[src/rtl/vga_timing_pkg.sv]
// Shared VGA timing constants for the 1024x768 mode, used by the sync generator
// and the console peripheral.
package vga_timing_pkg;

  localparam int unsigned H_VISIBLE   = 1024;
  localparam int unsigned V_VISIBLE   = 768;

  localparam int unsigned DEF_H_FP    = 24;
  localparam int unsigned DEF_H_SYNC  = 136;
  localparam int unsigned DEF_H_BP    = 160;
  localparam int unsigned DEF_V_FP    = 3;
  localparam int unsigned DEF_V_SYNC  = 6;
  localparam int unsigned DEF_V_BP    = 29;

  localparam int unsigned X_RADIX     = 32;
  localparam int unsigned Y_RADIX     = 48;
  localparam int unsigned X_LO_W      = 5;
  localparam int unsigned X_HI_W      = 6;
  localparam int unsigned Y_LO_W      = 6;
  localparam int unsigned Y_HI_W      = 5;

  localparam int unsigned H_TOTAL_MAX = 2048;
  localparam int unsigned V_TOTAL_MAX = 1536;

  // Compares a split {hi,lo} position against a split threshold field by field.
  function automatic logic split_ge(input logic [7:0] hi, input logic [7:0] lo,
                                    input logic [7:0] thr_hi, input logic [7:0] thr_lo);
    return (hi > thr_hi) || ((hi == thr_hi) && (lo >= thr_lo));
  endfunction

endpackage

[src/rtl/vga_sync_gen_if.sv]
// Video timing bundle: sync strobes, blanking and the split pixel position.
interface vga_sync_gen_if;
  import vga_timing_pkg::*;

  logic              hsync;
  logic              vsync;
  logic              blank;
  logic [X_LO_W-1:0] x_lo;
  logic [X_HI_W-1:0] x_hi;
  logic [Y_LO_W-1:0] y_lo;
  logic [Y_HI_W-1:0] y_hi;
  logic              frame_start;

  modport master (output hsync, vsync, blank, x_lo, x_hi, y_lo, y_hi, frame_start);
  modport slave  (input  hsync, vsync, blank, x_lo, x_hi, y_lo, y_hi, frame_start);

endinterface

[src/rtl/split_counter.sv]
// Two-field counter: lo counts modulo LO_RADIX and carries into hi; the pair
// wraps to zero after reaching {TERM_HI,TERM_LO}. Next-state is exported.
module split_counter #(
  parameter int unsigned LO_W     = 5,
  parameter int unsigned HI_W     = 6,
  parameter int unsigned LO_RADIX = 32,
  parameter int unsigned TERM_HI  = 41,
  parameter int unsigned TERM_LO  = 31
) (
  input  logic            clk,
  input  logic            rst_n,
  input  logic            inc,
  output logic [LO_W-1:0] lo,
  output logic [HI_W-1:0] hi,
  output logic [LO_W-1:0] lo_nxt,
  output logic [HI_W-1:0] hi_nxt,
  output logic            wrap
);

  localparam logic [LO_W-1:0] LO_MAX_C  = LO_W'(LO_RADIX - 1);
  localparam logic [LO_W-1:0] TERM_LO_C = LO_W'(TERM_LO);
  localparam logic [HI_W-1:0] TERM_HI_C = HI_W'(TERM_HI);

  logic [LO_W-1:0] lo_r;
  logic [HI_W-1:0] hi_r;
  logic [LO_W-1:0] lo_nxt_s;
  logic [HI_W-1:0] hi_nxt_s;
  logic            at_term_s;

  assign at_term_s = (lo_r == TERM_LO_C) && (hi_r == TERM_HI_C);

  // Next position: hold, terminal wrap, lo-field carry, or plain increment.
  always_comb begin
    lo_nxt_s = lo_r;
    hi_nxt_s = hi_r;
    if (!inc) begin
      lo_nxt_s = lo_r;
      hi_nxt_s = hi_r;
    end else if (at_term_s) begin
      lo_nxt_s = {LO_W{1'b0}};
      hi_nxt_s = {HI_W{1'b0}};
    end else if (lo_r == LO_MAX_C) begin
      lo_nxt_s = {LO_W{1'b0}};
      hi_nxt_s = hi_r + 1'b1;
    end else begin
      lo_nxt_s = lo_r + 1'b1;
      hi_nxt_s = hi_r;
    end
  end

  // Position register with synchronous reset to zero.
  always_ff @(posedge clk) begin
    if (!rst_n) begin
      lo_r <= {LO_W{1'b0}};
      hi_r <= {HI_W{1'b0}};
    end else begin
      lo_r <= lo_nxt_s;
      hi_r <= hi_nxt_s;
    end
  end

  assign lo     = lo_r;
  assign hi     = hi_r;
  assign lo_nxt = lo_nxt_s;
  assign hi_nxt = hi_nxt_s;
  assign wrap   = inc && at_term_s;

endmodule

[src/rtl/vga_sync_gen.sv]
// 1024x768 VGA timing generator. Strobes are decoded from the counters' next
// state and registered, so they line up with the position in the same cycle.
module vga_sync_gen
  import vga_timing_pkg::*;
#(
  parameter int unsigned H_FP   = DEF_H_FP,
  parameter int unsigned H_SYNC = DEF_H_SYNC,
  parameter int unsigned H_BP   = DEF_H_BP,
  parameter int unsigned V_FP   = DEF_V_FP,
  parameter int unsigned V_SYNC = DEF_V_SYNC,
  parameter int unsigned V_BP   = DEF_V_BP
) (
  input  logic           clk,
  input  logic           rst_n,
  vga_sync_gen_if.master vga
);

  localparam int unsigned H_TOTAL = H_VISIBLE + H_FP + H_SYNC + H_BP;
  localparam int unsigned V_TOTAL = V_VISIBLE + V_FP + V_SYNC + V_BP;
  localparam int unsigned HS_ON   = H_VISIBLE + H_FP;
  localparam int unsigned HS_OFF  = HS_ON + H_SYNC;
  localparam int unsigned VS_ON   = V_VISIBLE + V_FP;
  localparam int unsigned VS_OFF  = VS_ON + V_SYNC;

  localparam logic [7:0] HS_ON_HI  = 8'(HS_ON / X_RADIX);
  localparam logic [7:0] HS_ON_LO  = 8'(HS_ON % X_RADIX);
  localparam logic [7:0] HS_OFF_HI = 8'(HS_OFF / X_RADIX);
  localparam logic [7:0] HS_OFF_LO = 8'(HS_OFF % X_RADIX);
  localparam logic [7:0] VS_ON_HI  = 8'(VS_ON / Y_RADIX);
  localparam logic [7:0] VS_ON_LO  = 8'(VS_ON % Y_RADIX);
  localparam logic [7:0] VS_OFF_HI = 8'(VS_OFF / Y_RADIX);
  localparam logic [7:0] VS_OFF_LO = 8'(VS_OFF % Y_RADIX);
  localparam logic [7:0] BL_X_HI   = 8'(H_VISIBLE / X_RADIX);
  localparam logic [7:0] BL_X_LO   = 8'(H_VISIBLE % X_RADIX);
  localparam logic [7:0] BL_Y_HI   = 8'(V_VISIBLE / Y_RADIX);
  localparam logic [7:0] BL_Y_LO   = 8'(V_VISIBLE % Y_RADIX);

  // The split fields cannot represent positions beyond these totals.
  if (H_TOTAL > H_TOTAL_MAX) begin : g_bad_h_total
    $error("vga_sync_gen: H_TOTAL exceeds the 11-bit split x range");
  end
  if (V_TOTAL > V_TOTAL_MAX) begin : g_bad_v_total
    $error("vga_sync_gen: V_TOTAL exceeds the 48x32 split y range");
  end

  logic [X_LO_W-1:0] x_lo_r;
  logic [X_HI_W-1:0] x_hi_r;
  logic [Y_LO_W-1:0] y_lo_r;
  logic [Y_HI_W-1:0] y_hi_r;
  logic [X_LO_W-1:0] x_lo_nxt_s;
  logic [X_HI_W-1:0] x_hi_nxt_s;
  logic [Y_LO_W-1:0] y_lo_nxt_s;
  logic [Y_HI_W-1:0] y_hi_nxt_s;
  logic              x_wrap_s;
  logic              y_wrap_s;

  split_counter #(
    .LO_W(X_LO_W), .HI_W(X_HI_W), .LO_RADIX(X_RADIX),
    .TERM_HI((H_TOTAL - 1) / X_RADIX), .TERM_LO((H_TOTAL - 1) % X_RADIX)
  ) u_x_cnt (
    .clk(clk), .rst_n(rst_n), .inc(1'b1),
    .lo(x_lo_r), .hi(x_hi_r), .lo_nxt(x_lo_nxt_s), .hi_nxt(x_hi_nxt_s),
    .wrap(x_wrap_s)
  );

  split_counter #(
    .LO_W(Y_LO_W), .HI_W(Y_HI_W), .LO_RADIX(Y_RADIX),
    .TERM_HI((V_TOTAL - 1) / Y_RADIX), .TERM_LO((V_TOTAL - 1) % Y_RADIX)
  ) u_y_cnt (
    .clk(clk), .rst_n(rst_n), .inc(x_wrap_s),
    .lo(y_lo_r), .hi(y_hi_r), .lo_nxt(y_lo_nxt_s), .hi_nxt(y_hi_nxt_s),
    .wrap(y_wrap_s)
  );

  logic [7:0] xh_s, xl_s, yh_s, yl_s;
  logic       hsync_d_s, vsync_d_s, blank_d_s;
  logic       hsync_r, vsync_r, blank_r, frame_start_r;

  assign xh_s = {2'b00, x_hi_nxt_s};
  assign xl_s = {3'b000, x_lo_nxt_s};
  assign yh_s = {3'b000, y_hi_nxt_s};
  assign yl_s = {2'b00, y_lo_nxt_s};

  // Window decode of the position the counters will hold after this edge.
  always_comb begin
    hsync_d_s = ~(split_ge(xh_s, xl_s, HS_ON_HI, HS_ON_LO) &&
                  !split_ge(xh_s, xl_s, HS_OFF_HI, HS_OFF_LO));
    vsync_d_s = ~(split_ge(yh_s, yl_s, VS_ON_HI, VS_ON_LO) &&
                  !split_ge(yh_s, yl_s, VS_OFF_HI, VS_OFF_LO));
    blank_d_s = split_ge(xh_s, xl_s, BL_X_HI, BL_X_LO) ||
                split_ge(yh_s, yl_s, BL_Y_HI, BL_Y_LO);
  end

  // Registered strobes; reset values equal the decode of position (0,0).
  always_ff @(posedge clk) begin
    if (!rst_n) begin
      hsync_r       <= 1'b1;
      vsync_r       <= 1'b1;
      blank_r       <= 1'b0;
      frame_start_r <= 1'b1;
    end else begin
      hsync_r       <= hsync_d_s;
      vsync_r       <= vsync_d_s;
      blank_r       <= blank_d_s;
      frame_start_r <= y_wrap_s;
    end
  end

  assign vga.hsync       = hsync_r;
  assign vga.vsync       = vsync_r;
  assign vga.blank       = blank_r;
  assign vga.frame_start = frame_start_r;
  assign vga.x_lo        = x_lo_r;
  assign vga.x_hi        = x_hi_r;
  assign vga.y_lo        = y_lo_r;
  assign vga.y_hi        = y_hi_r;

endmodule

[src/flat_wrapper.sv]
// flat-port wrapper written by rule: the top's interface ports become plain ports
module vga_sync_gen_flat import vga_timing_pkg::*;
#(
  parameter int unsigned H_FP   = DEF_H_FP,
  parameter int unsigned H_SYNC = DEF_H_SYNC,
  parameter int unsigned H_BP   = DEF_H_BP,
  parameter int unsigned V_FP   = DEF_V_FP,
  parameter int unsigned V_SYNC = DEF_V_SYNC,
  parameter int unsigned V_BP   = DEF_V_BP
)
  (clk, rst_n, vga_hsync, vga_vsync, vga_blank, vga_x_lo, vga_x_hi, vga_y_lo, vga_y_hi, vga_frame_start);
  vga_sync_gen_if vga_i ();
  input  logic clk;
  input  logic rst_n;
  output wire logic [$bits(vga_i.hsync)-1:0] vga_hsync;
  output wire logic [$bits(vga_i.vsync)-1:0] vga_vsync;
  output wire logic [$bits(vga_i.blank)-1:0] vga_blank;
  output wire logic [$bits(vga_i.x_lo)-1:0] vga_x_lo;
  output wire logic [$bits(vga_i.x_hi)-1:0] vga_x_hi;
  output wire logic [$bits(vga_i.y_lo)-1:0] vga_y_lo;
  output wire logic [$bits(vga_i.y_hi)-1:0] vga_y_hi;
  output wire logic [$bits(vga_i.frame_start)-1:0] vga_frame_start;
  assign vga_hsync = vga_i.hsync;
  assign vga_vsync = vga_i.vsync;
  assign vga_blank = vga_i.blank;
  assign vga_x_lo = vga_i.x_lo;
  assign vga_x_hi = vga_i.x_hi;
  assign vga_y_lo = vga_i.y_lo;
  assign vga_y_hi = vga_i.y_hi;
  assign vga_frame_start = vga_i.frame_start;
  vga_sync_gen #(.H_FP(H_FP), .H_SYNC(H_SYNC), .H_BP(H_BP), .V_FP(V_FP), .V_SYNC(V_SYNC), .V_BP(V_BP)) u_core (.clk(clk), .rst_n(rst_n), .vga(vga_i));
endmodule
[config.mk]
export PLATFORM = sky130hd
export DESIGN_NAME = vga_sync_gen_flat
export DESIGN_NICKNAME = d
export VERILOG_FILES = /design/src/rtl/vga_timing_pkg.sv /design/src/rtl/vga_sync_gen_if.sv /design/src/rtl/split_counter.sv /design/src/rtl/vga_sync_gen.sv /design/src/flat_wrapper.sv
export SDC_FILE = /design/constraint.sdc
export NUM_CORES = 1
export LEC_CHECK = 0
export CAP_MARGIN = 5
export CORE_UTILIZATION = 51
export DETAILED_ROUTE_END_ITERATION = 10
export GPL_ROUTABILITY_DRIVEN = 1
export PLACE_DENSITY = 0.79
export REMOVE_ABC_BUFFERS = 1
export SETUP_SLACK_MARGIN = 0.4
export SYNTH_ARGS = -nofsm -noshare
export SYNTH_HDL_FRONTEND = slang
export SYNTH_SLANG_ARGS = --single-unit
[constraint.sdc]
create_clock -name clk -period 3.1 [get_ports clk]
set_clock_uncertainty 0.2 [all_clocks]
set_input_delay 0.31 -clock clk [delete_from_list [all_inputs] [get_ports clk]]
set_output_delay 0.31 -clock clk [all_outputs]
set_load 0.02 [all_outputs]
# Word-level counts from Yosys, hierarchy flattened
# Cells that the tools add are included.
totals:
  inputBits: 2
  ff_bits: 26
  word_cells: 60
  out_inout_bits: 26
op_classes:
  n_mux: 10
  n_reduce_logical: 20
  add_sub_neg: 4
  bitwise_logic: 2
  n_eq_ne: 8
  magnitude_cmp: 8
ops:
  columns: ["operator", "n"]
  rows:
  - ["6-bit == test (second input constant)", 5]
  - ["6-bit 2-to-1 mux", 5]
  - ["5-bit 2-to-1 mux", 5]
  - ["5-bit == test (second input constant)", 3]
  - ["6-bit by 1-bit adder with 6-bit output (second input constant)", 2]
  - ["6-bit greater-than comparator (second input constant)", 2]
  - ["1-bit logical AND", 11]
  - ["5-bit by 1-bit adder with 5-bit output (second input constant)", 2]
  - ["1-bit logical OR", 7]
  - ["6-bit by 1-bit greater-or-equal comparator with 1-bit output (second input constant)", 1]
  - ["6-bit by 2-bit greater-or-equal comparator with 1-bit output (second input constant)", 1]
  - ["6-bit by 4-bit greater-or-equal comparator with 1-bit output (second input constant)", 1]
  - ["5-bit by 1-bit greater-or-equal comparator with 1-bit output (second input constant)", 1]
  - ["5-bit greater-or-equal comparator (second input constant)", 1]
  - ["5-bit greater-than comparator (second input constant)", 1]
  - ["1-bit zero test", 2]
  - ["1-bit inverter", 2]

# Logic depth before layout (Yosys ltp)
logic_depth:
  depth_word: 10
  ltp_mapped: 9
  mapped_depth_nobuf: 8

# Modules after synthesis
# From an unflattened synthesis, not the netlist that was laid out.
hier_totals:
  hier_cells: 163
  hier_area_um2: 1465.2
modules_own_cells:
  columns: ["mod", "cells_each", "area_each_um2", "seq_area_each_um2", "n_inst"]
  rows:
  - ["split_counter at u_core.u_x_cnt", 72, 658.1, 220.2, 1]
  - ["split_counter at u_core.u_y_cnt", 73, 638.1, 220.2, 1]
  - ["vga_sync_gen", 18, 168.9, 80.1, 1]

# Least setup slack after synthesis
# Ideal clock, no wire load.
synth_path:
  path_type: "reg-to-reg"
  start: "reg u_core.u_x_cnt.lo_r[0], in the netlist u_core.u_x_cnt.lo[0]"
  end: "reg u_core.blank_r, in the netlist u_core.vga.blank"
  period_less_slack_ns: 2.479
  t_arrival_ns: 2.159
  setup_ns: 0.120
  required_time_ns: 2.780
  stages_incl_launch_ff: 10
  slack_ns: 0.621
  path_buffers: 1
  path_cell_list: "dfxtp_1 -> ha_1 -> and3_1 -> ha_1 -> buf_2 -> nand2b_2 -> nor4_4 -> a21o_1 -> a21oi_2 -> or2_1"
synth_via:
  elab_chain_len: 7
  word_cells_on_any_way: 20
  classes_between: "add/sub (1); order compare (4); eq/ne (3); mux (6); reduce/logical (6)"
synth_lines:
  columns: ["element", "line", "source"]
  rows:
  - ["from (decl)", "split_counter.sv:24", "logic [LO_W-1:0] lo_r;"]
  - ["from (signal assigned)", "split_counter.sv:54", "lo_r <= {LO_W{1'b0}};"]
  - ["from (signal assigned)", "split_counter.sv:57", "lo_r <= lo_nxt_s;"]
  - ["5-bit by 1-bit adder with 5-bit output or 5-bit == test (tied branches)", "split_counter.sv:46, split_counter.sv:30, split_counter.sv:42", null]
  - ["5-bit 2-to-1 mux (tied with other cells)", "split_counter.sv:42", "end else if (lo_r == LO_MAX_C) begin"]
  - ["5-bit 2-to-1 mux (tied with other cells)", "split_counter.sv:39", "end else if (at_term_s) begin"]
  - ["5-bit by 1-bit greater-or-equal comparator with 1-bit output (tied with other cells)", "vga_timing_pkg.sv:28", "return (hi > thr_hi) || ((hi == thr_hi) && (lo >= thr_lo));"]
  - ["1-bit logical AND", "vga_timing_pkg.sv:28", null]
  - ["1-bit logical OR", "vga_timing_pkg.sv:28", null]
  - ["1-bit logical OR *", "vga_sync_gen.sv:90", "blank_d_s = split_ge(xh_s, xl_s, BL_X_HI, BL_X_LO) ||"]
  - ["to (signal assigned)", "vga_sync_gen.sv:104", "blank_r <= blank_d_s;"]
  - ["to (decl)", "vga_sync_gen.sv:77", "logic hsync_r, vsync_r, blank_r, frame_start_r;"]
# Mark *: on every way between the ends. The rest lies on a longest branch, timed or not.
# A chain may end at the register's enable or synchronous reset.

# Worst setup path in the final report
layout_path:
  start: "reg u_core.u_x_cnt.lo_r[0], in the netlist u_core.u_x_cnt.lo[0]"
  end: "reg u_core.vsync_r, in the netlist u_core.vga.vsync"
layout_via:
  elab_chain_len: 9
  word_cells_on_any_way: 15
  classes_between: "order compare (3); eq/ne (2); mux (2); bitwise (1); reduce/logical (7)"
layout_lines:
  columns: ["element", "line", "source"]
  rows:
  - ["5-bit == test *", "split_counter.sv:30", "assign at_term_s = (lo_r == TERM_LO_C) && (hi_r == TERM_HI_C);"]
  - ["1-bit logical AND *", "split_counter.sv:30", null]
  - ["6-bit 2-to-1 mux or 5-bit 2-to-1 mux (tied branches)", "split_counter.sv:36", "if (!inc) begin"]
  - ["6-bit by 4-bit greater-or-equal comparator with 1-bit output or 5-bit == test (tied branches)", "vga_timing_pkg.sv:28", null]
  - ["1-bit logical AND", "vga_timing_pkg.sv:28", null]
  - ["1-bit logical OR", "vga_timing_pkg.sv:28", null]
  - ["1-bit zero test", "vga_sync_gen.sv:89", "!split_ge(yh_s, yl_s, VS_OFF_HI, VS_OFF_LO));"]
  - ["1-bit logical AND *", "vga_sync_gen.sv:88", "vsync_d_s = ~(split_ge(yh_s, yl_s, VS_ON_HI, VS_ON_LO) &&"]
  - ["1-bit inverter *", "vga_sync_gen.sv:88", null]
  - ["to (signal assigned)", "vga_sync_gen.sv:103", "vsync_r <= vsync_d_s;"]
  - ["to (decl)", "vga_sync_gen.sv:77", null]
# Marked as above.

==> results.md <==
* Clock Pin Slew Worst Setup and Hold Paths at around 0.14 ns
* Count of TritonRoute iterations in the first routing pass at 4
* Post-synthesis sequential area ratio at ~34%
* Die ar. at roughly 3200 µm²
* Violation count after the first detailed-routing iteration at 52
* Longest Clk Path Bufs at 2
* Highest routing layer actually used: met4
* Clock H-tree levels at 1
* Final wirelength at between 3 and 4 mm
* Count of standard-cell rows at 19
* Die outline width at approximately 56 µm
* Buffers and inverters on the worst path at 0
* Initial antenna violation count at 0
* Total negative slack at 0 ns
* Total cell area at the placement stage at between 1500 and 2000 µm²
* Number of routed nets with antenna violations at 0
* Final period util at 82.27%
* Kind of end point of the critical path: flip-flop
* Height of the chip at between 50 and 60 µm
* Count of antenna diodes in the layout at 0
* Fmax at a little under 0.4 GHz
* Total power after layout at 0.0005427 W
* Worst-path fanout max at 11
* Root buf cell: clkbuf_4
* Number of port buffers at 27
* Worst-Margin Slew at 0.4699 ns
* Syn avg cell area at ~9.3 µm²
* Hold Buf Count CTS at 0
* Cell count after synthesis at 163
* Final non-filler cell total at 220
* Run status: finished, final reports clean
* Total half-perimeter wirelength after legalization and detailed placement at between 2 and 2.5 mm
* Final non-filler cell area at between 1500 and 2000 µm²
* Number of endpoints with negative hold slack in the final report at 0
* Count of max-cap constraint violations at 0
* Most frequent cells after synthesis: dfxtp_1, nor2_1, nand2_1
* Most common cell in the synthesized netlist: dfxtp_1
* Number of warnings reported in the yosys synthesis log at 0
* Xor/xnor cell area share of the yosys netlist at approximately a tenth
* M1 wire length at ~1.5 mm
* CTS buffer count at 3
* Critical path required time at approximately 3.1 ns
* Multiplexer share of the synthesized area at between 1 and 1.5%
* Wire length per cell at roughly 15 µm
* DRC at 0
* Unrepaired setup endpoints after global routing: false
* Proportion of layout cells with a drive suffix above 1 at approximately 11%
* Relative slew slack at slightly below 70%
* Share of the synthesized area in compound gates (AO/OA/AOI/OAI) at between 10% and 20%
* Leading post-synthesis cells by cell area: dfxtp_1, ha_1, xnor2_1
* FF+latch count, synth at 26
* Pin count of the biggest net entering global routing at 15
* Clock tree from TritonCTS: built
* Number of ports placed on the die boundary at 28
* Met2 wire length at around 1.5 mm
* Starting density of the core at between 50% and 60%
* Biggest cell delay along the critical path at 0.44 ns
* Cell Area, Synth at approximately 1500 µm²
* GRT Total Usage at approximately a fifth
* Weighted congestion reported at the end of routability-driven placement at around 0.91
* Max-slew violation count at 0
* Worst-skew pair later-pin latency at roughly 0.33 ns
* Core area at about 2800 µm²
* Clock net sink count at 26
* Area fraction in and, or, nand and nor cells after synthesis at a little under a third
* Setup-violating endpoint count in the final report at 0
* Number of global-route vias before repair at roughly 1100
* Net count reported at finish at 200
* Layout Utilization at approximately 66%
* Cell with the biggest individual delay on the critical path: o41a_1
* Routed length on met3 at 122 µm
* Power per unit of standard cell area at a little under 300 nW/µm²
* Wire length of the first global-routing pass at between 4 and 5 mm
* Cell leakage power at around 0.7 nW
* Number of synthesized flops with an enable pin at 0
* Placed Cells incl. Taps at around 210
* Main combinational cell family by area after synthesis: simple AND/OR/NAND/NOR gates
* Class of the tightest hold or removal check: reg -> reg
* Total via count in the routed design at roughly 1300
* Share of flip-flops with an asynchronous set or reset at 0%
* Crit Path Category: reg -> reg
* Cell family contributing the most delay on the critical path: compound AO/OA/AOI/OAI gates
* Synthesis-to-layout area growth at 21.07%
* Dominant synthesized flop cell: dfxtp_1
* Share of the synthesized area in the top cell type at about a third
* Library cell with the largest summed area after synthesis: dfxtp_1
* Maximum vdd ir drop at 0.2592 mV
* Arrival time of the worst setup path at between 2 and 3 ns
* Setup crit start kind: flip-flop
* Post-synthesis adder-cell area fraction at between 7 and 8%
* Global-route congestion overflow total at 0
* Distinct cells, synth at 53
* CP Cell Sequence: ha_1 > and3_1 > ha_2 > and2b_2 > nand2_4 > o41a_1 > a311oi_1 > nand4_1
* Per-cell via count in the routed design at 5.855
* Clock period minus final worst setup slack at ~2.6 ns
==> per-stage QoR <==
step / setup slack (ns) / hold slack, ns
2_1_floorplan: 0.5669 / 0.2278
3_3_place_gp: 0.5404 / 0.2405
3_5_place_dp: 0.4286 / 0.2620
4_1_cts: 0.4009 / 0.2906
5_1_grt: 0.4160 / 0.3110
6_report: 0.5496 / 0.2885
==> state kept, by name (all words and copies together), names as in the netlist <==
signal                  count
u_core.vga.vsync            1
u_core.vga.hsync            1
u_core.u_x_cnt.hi           6
u_core.vga.frame_start      1
u_core.u_x_cnt.lo           5
u_core.u_y_cnt.lo           6
u_core.u_y_cnt.hi           5
u_core.vga.blank            1
==> repair_timing <==
item	CTS	global route
endpoints found under the setup margin	0	5
resized for setup	0	3
setup buffers	0	2
==> where the power goes <==
part           internal, W  switching, W
Sequential        0.000338    0.00000330
Combinational    0.0000118     0.0000155
Clock            0.0000720      0.000102
==> cells by family (layout without fill, tap and decap cells) <==
kind of cell | count (synthesis) | in the layout
and+or+nand+nor | 75 | 75
DFF | 26 | 26
AOI/OAI and AO/OA | 20 | 20
xor gates and xnor gates | 17 | 17
buffers and inverters | 14 | 40
adders and majority gates | 9 | 9
muxes | 2 | 2
==> layout by cell type, fill, tap and decap left out, types with 2 or more instances in the layout <==
| cell | instances |
|---|---|
| nor2b_1 | 2 |
| buf_4 | 2 |
| nor3_1 | 8 |
| nor3b_1 | 2 |
| nand4_1 | 3 |
| xnor2_1 | 10 |
| ha_1 | 7 |
| clkbuf_4 | 3 |
| nand2_1 | 11 |
| nand2b_1 | 2 |
| and3_1 | 3 |
| and2_1 | 3 |
| nand3_1 | 7 |
| a311oi_1 | 2 |
| a21oi_1 | 2 |
| dfxtp_1 | 26 |
| nor4_1 | 2 |
| o22ai_1 | 2 |
| clkdlybuf4s50_1 | 27 |
| nor2_1 | 17 |
| inv_1 | 7 |
| xor2_1 | 7 |
==> layout make-up <==
| type | instances | area [µm²] |
|---|---|---|
| Clock buffer | 4 | 36.28 |
| Fill cell | 248 | 948.4 |
| Inverter | 7 | 26.28 |
| Multi-Input combinational cell | 123 | 925.9 |
| Sequential cell | 26 | 520.5 |
| Tap cell | 31 | 38.79 |
| Timing Repair Buffer | 29 | 285.3 |
==> metal layers <==
layer,vias up,global-route usage (%)
met5,-,0
met3,7,2.765
met4,0,8.711
met1,609,27.59
met2,41,31.26
li1,631,-
==> worst paths after layout <==
| kind | start | end | slack, ns | cells after the start |
|---|---|---|---|---|
| worst max register to register | u_core.u_x_cnt.lo[0] | u_core.vga.vsync | 0.55 | 8 |
| worst min-delay path | u_core.u_x_cnt.lo[0] | u_core.u_x_cnt.lo[0] | 0.29 | 1 |
| worst max-delay path | u_core.u_x_cnt.lo[0] | u_core.vga.vsync | 0.55 | 8 |
| worst min register to register | u_core.u_x_cnt.lo[0] | u_core.u_x_cnt.lo[0] | 0.29 | 1 |
(Power assumes the default switching activity.)
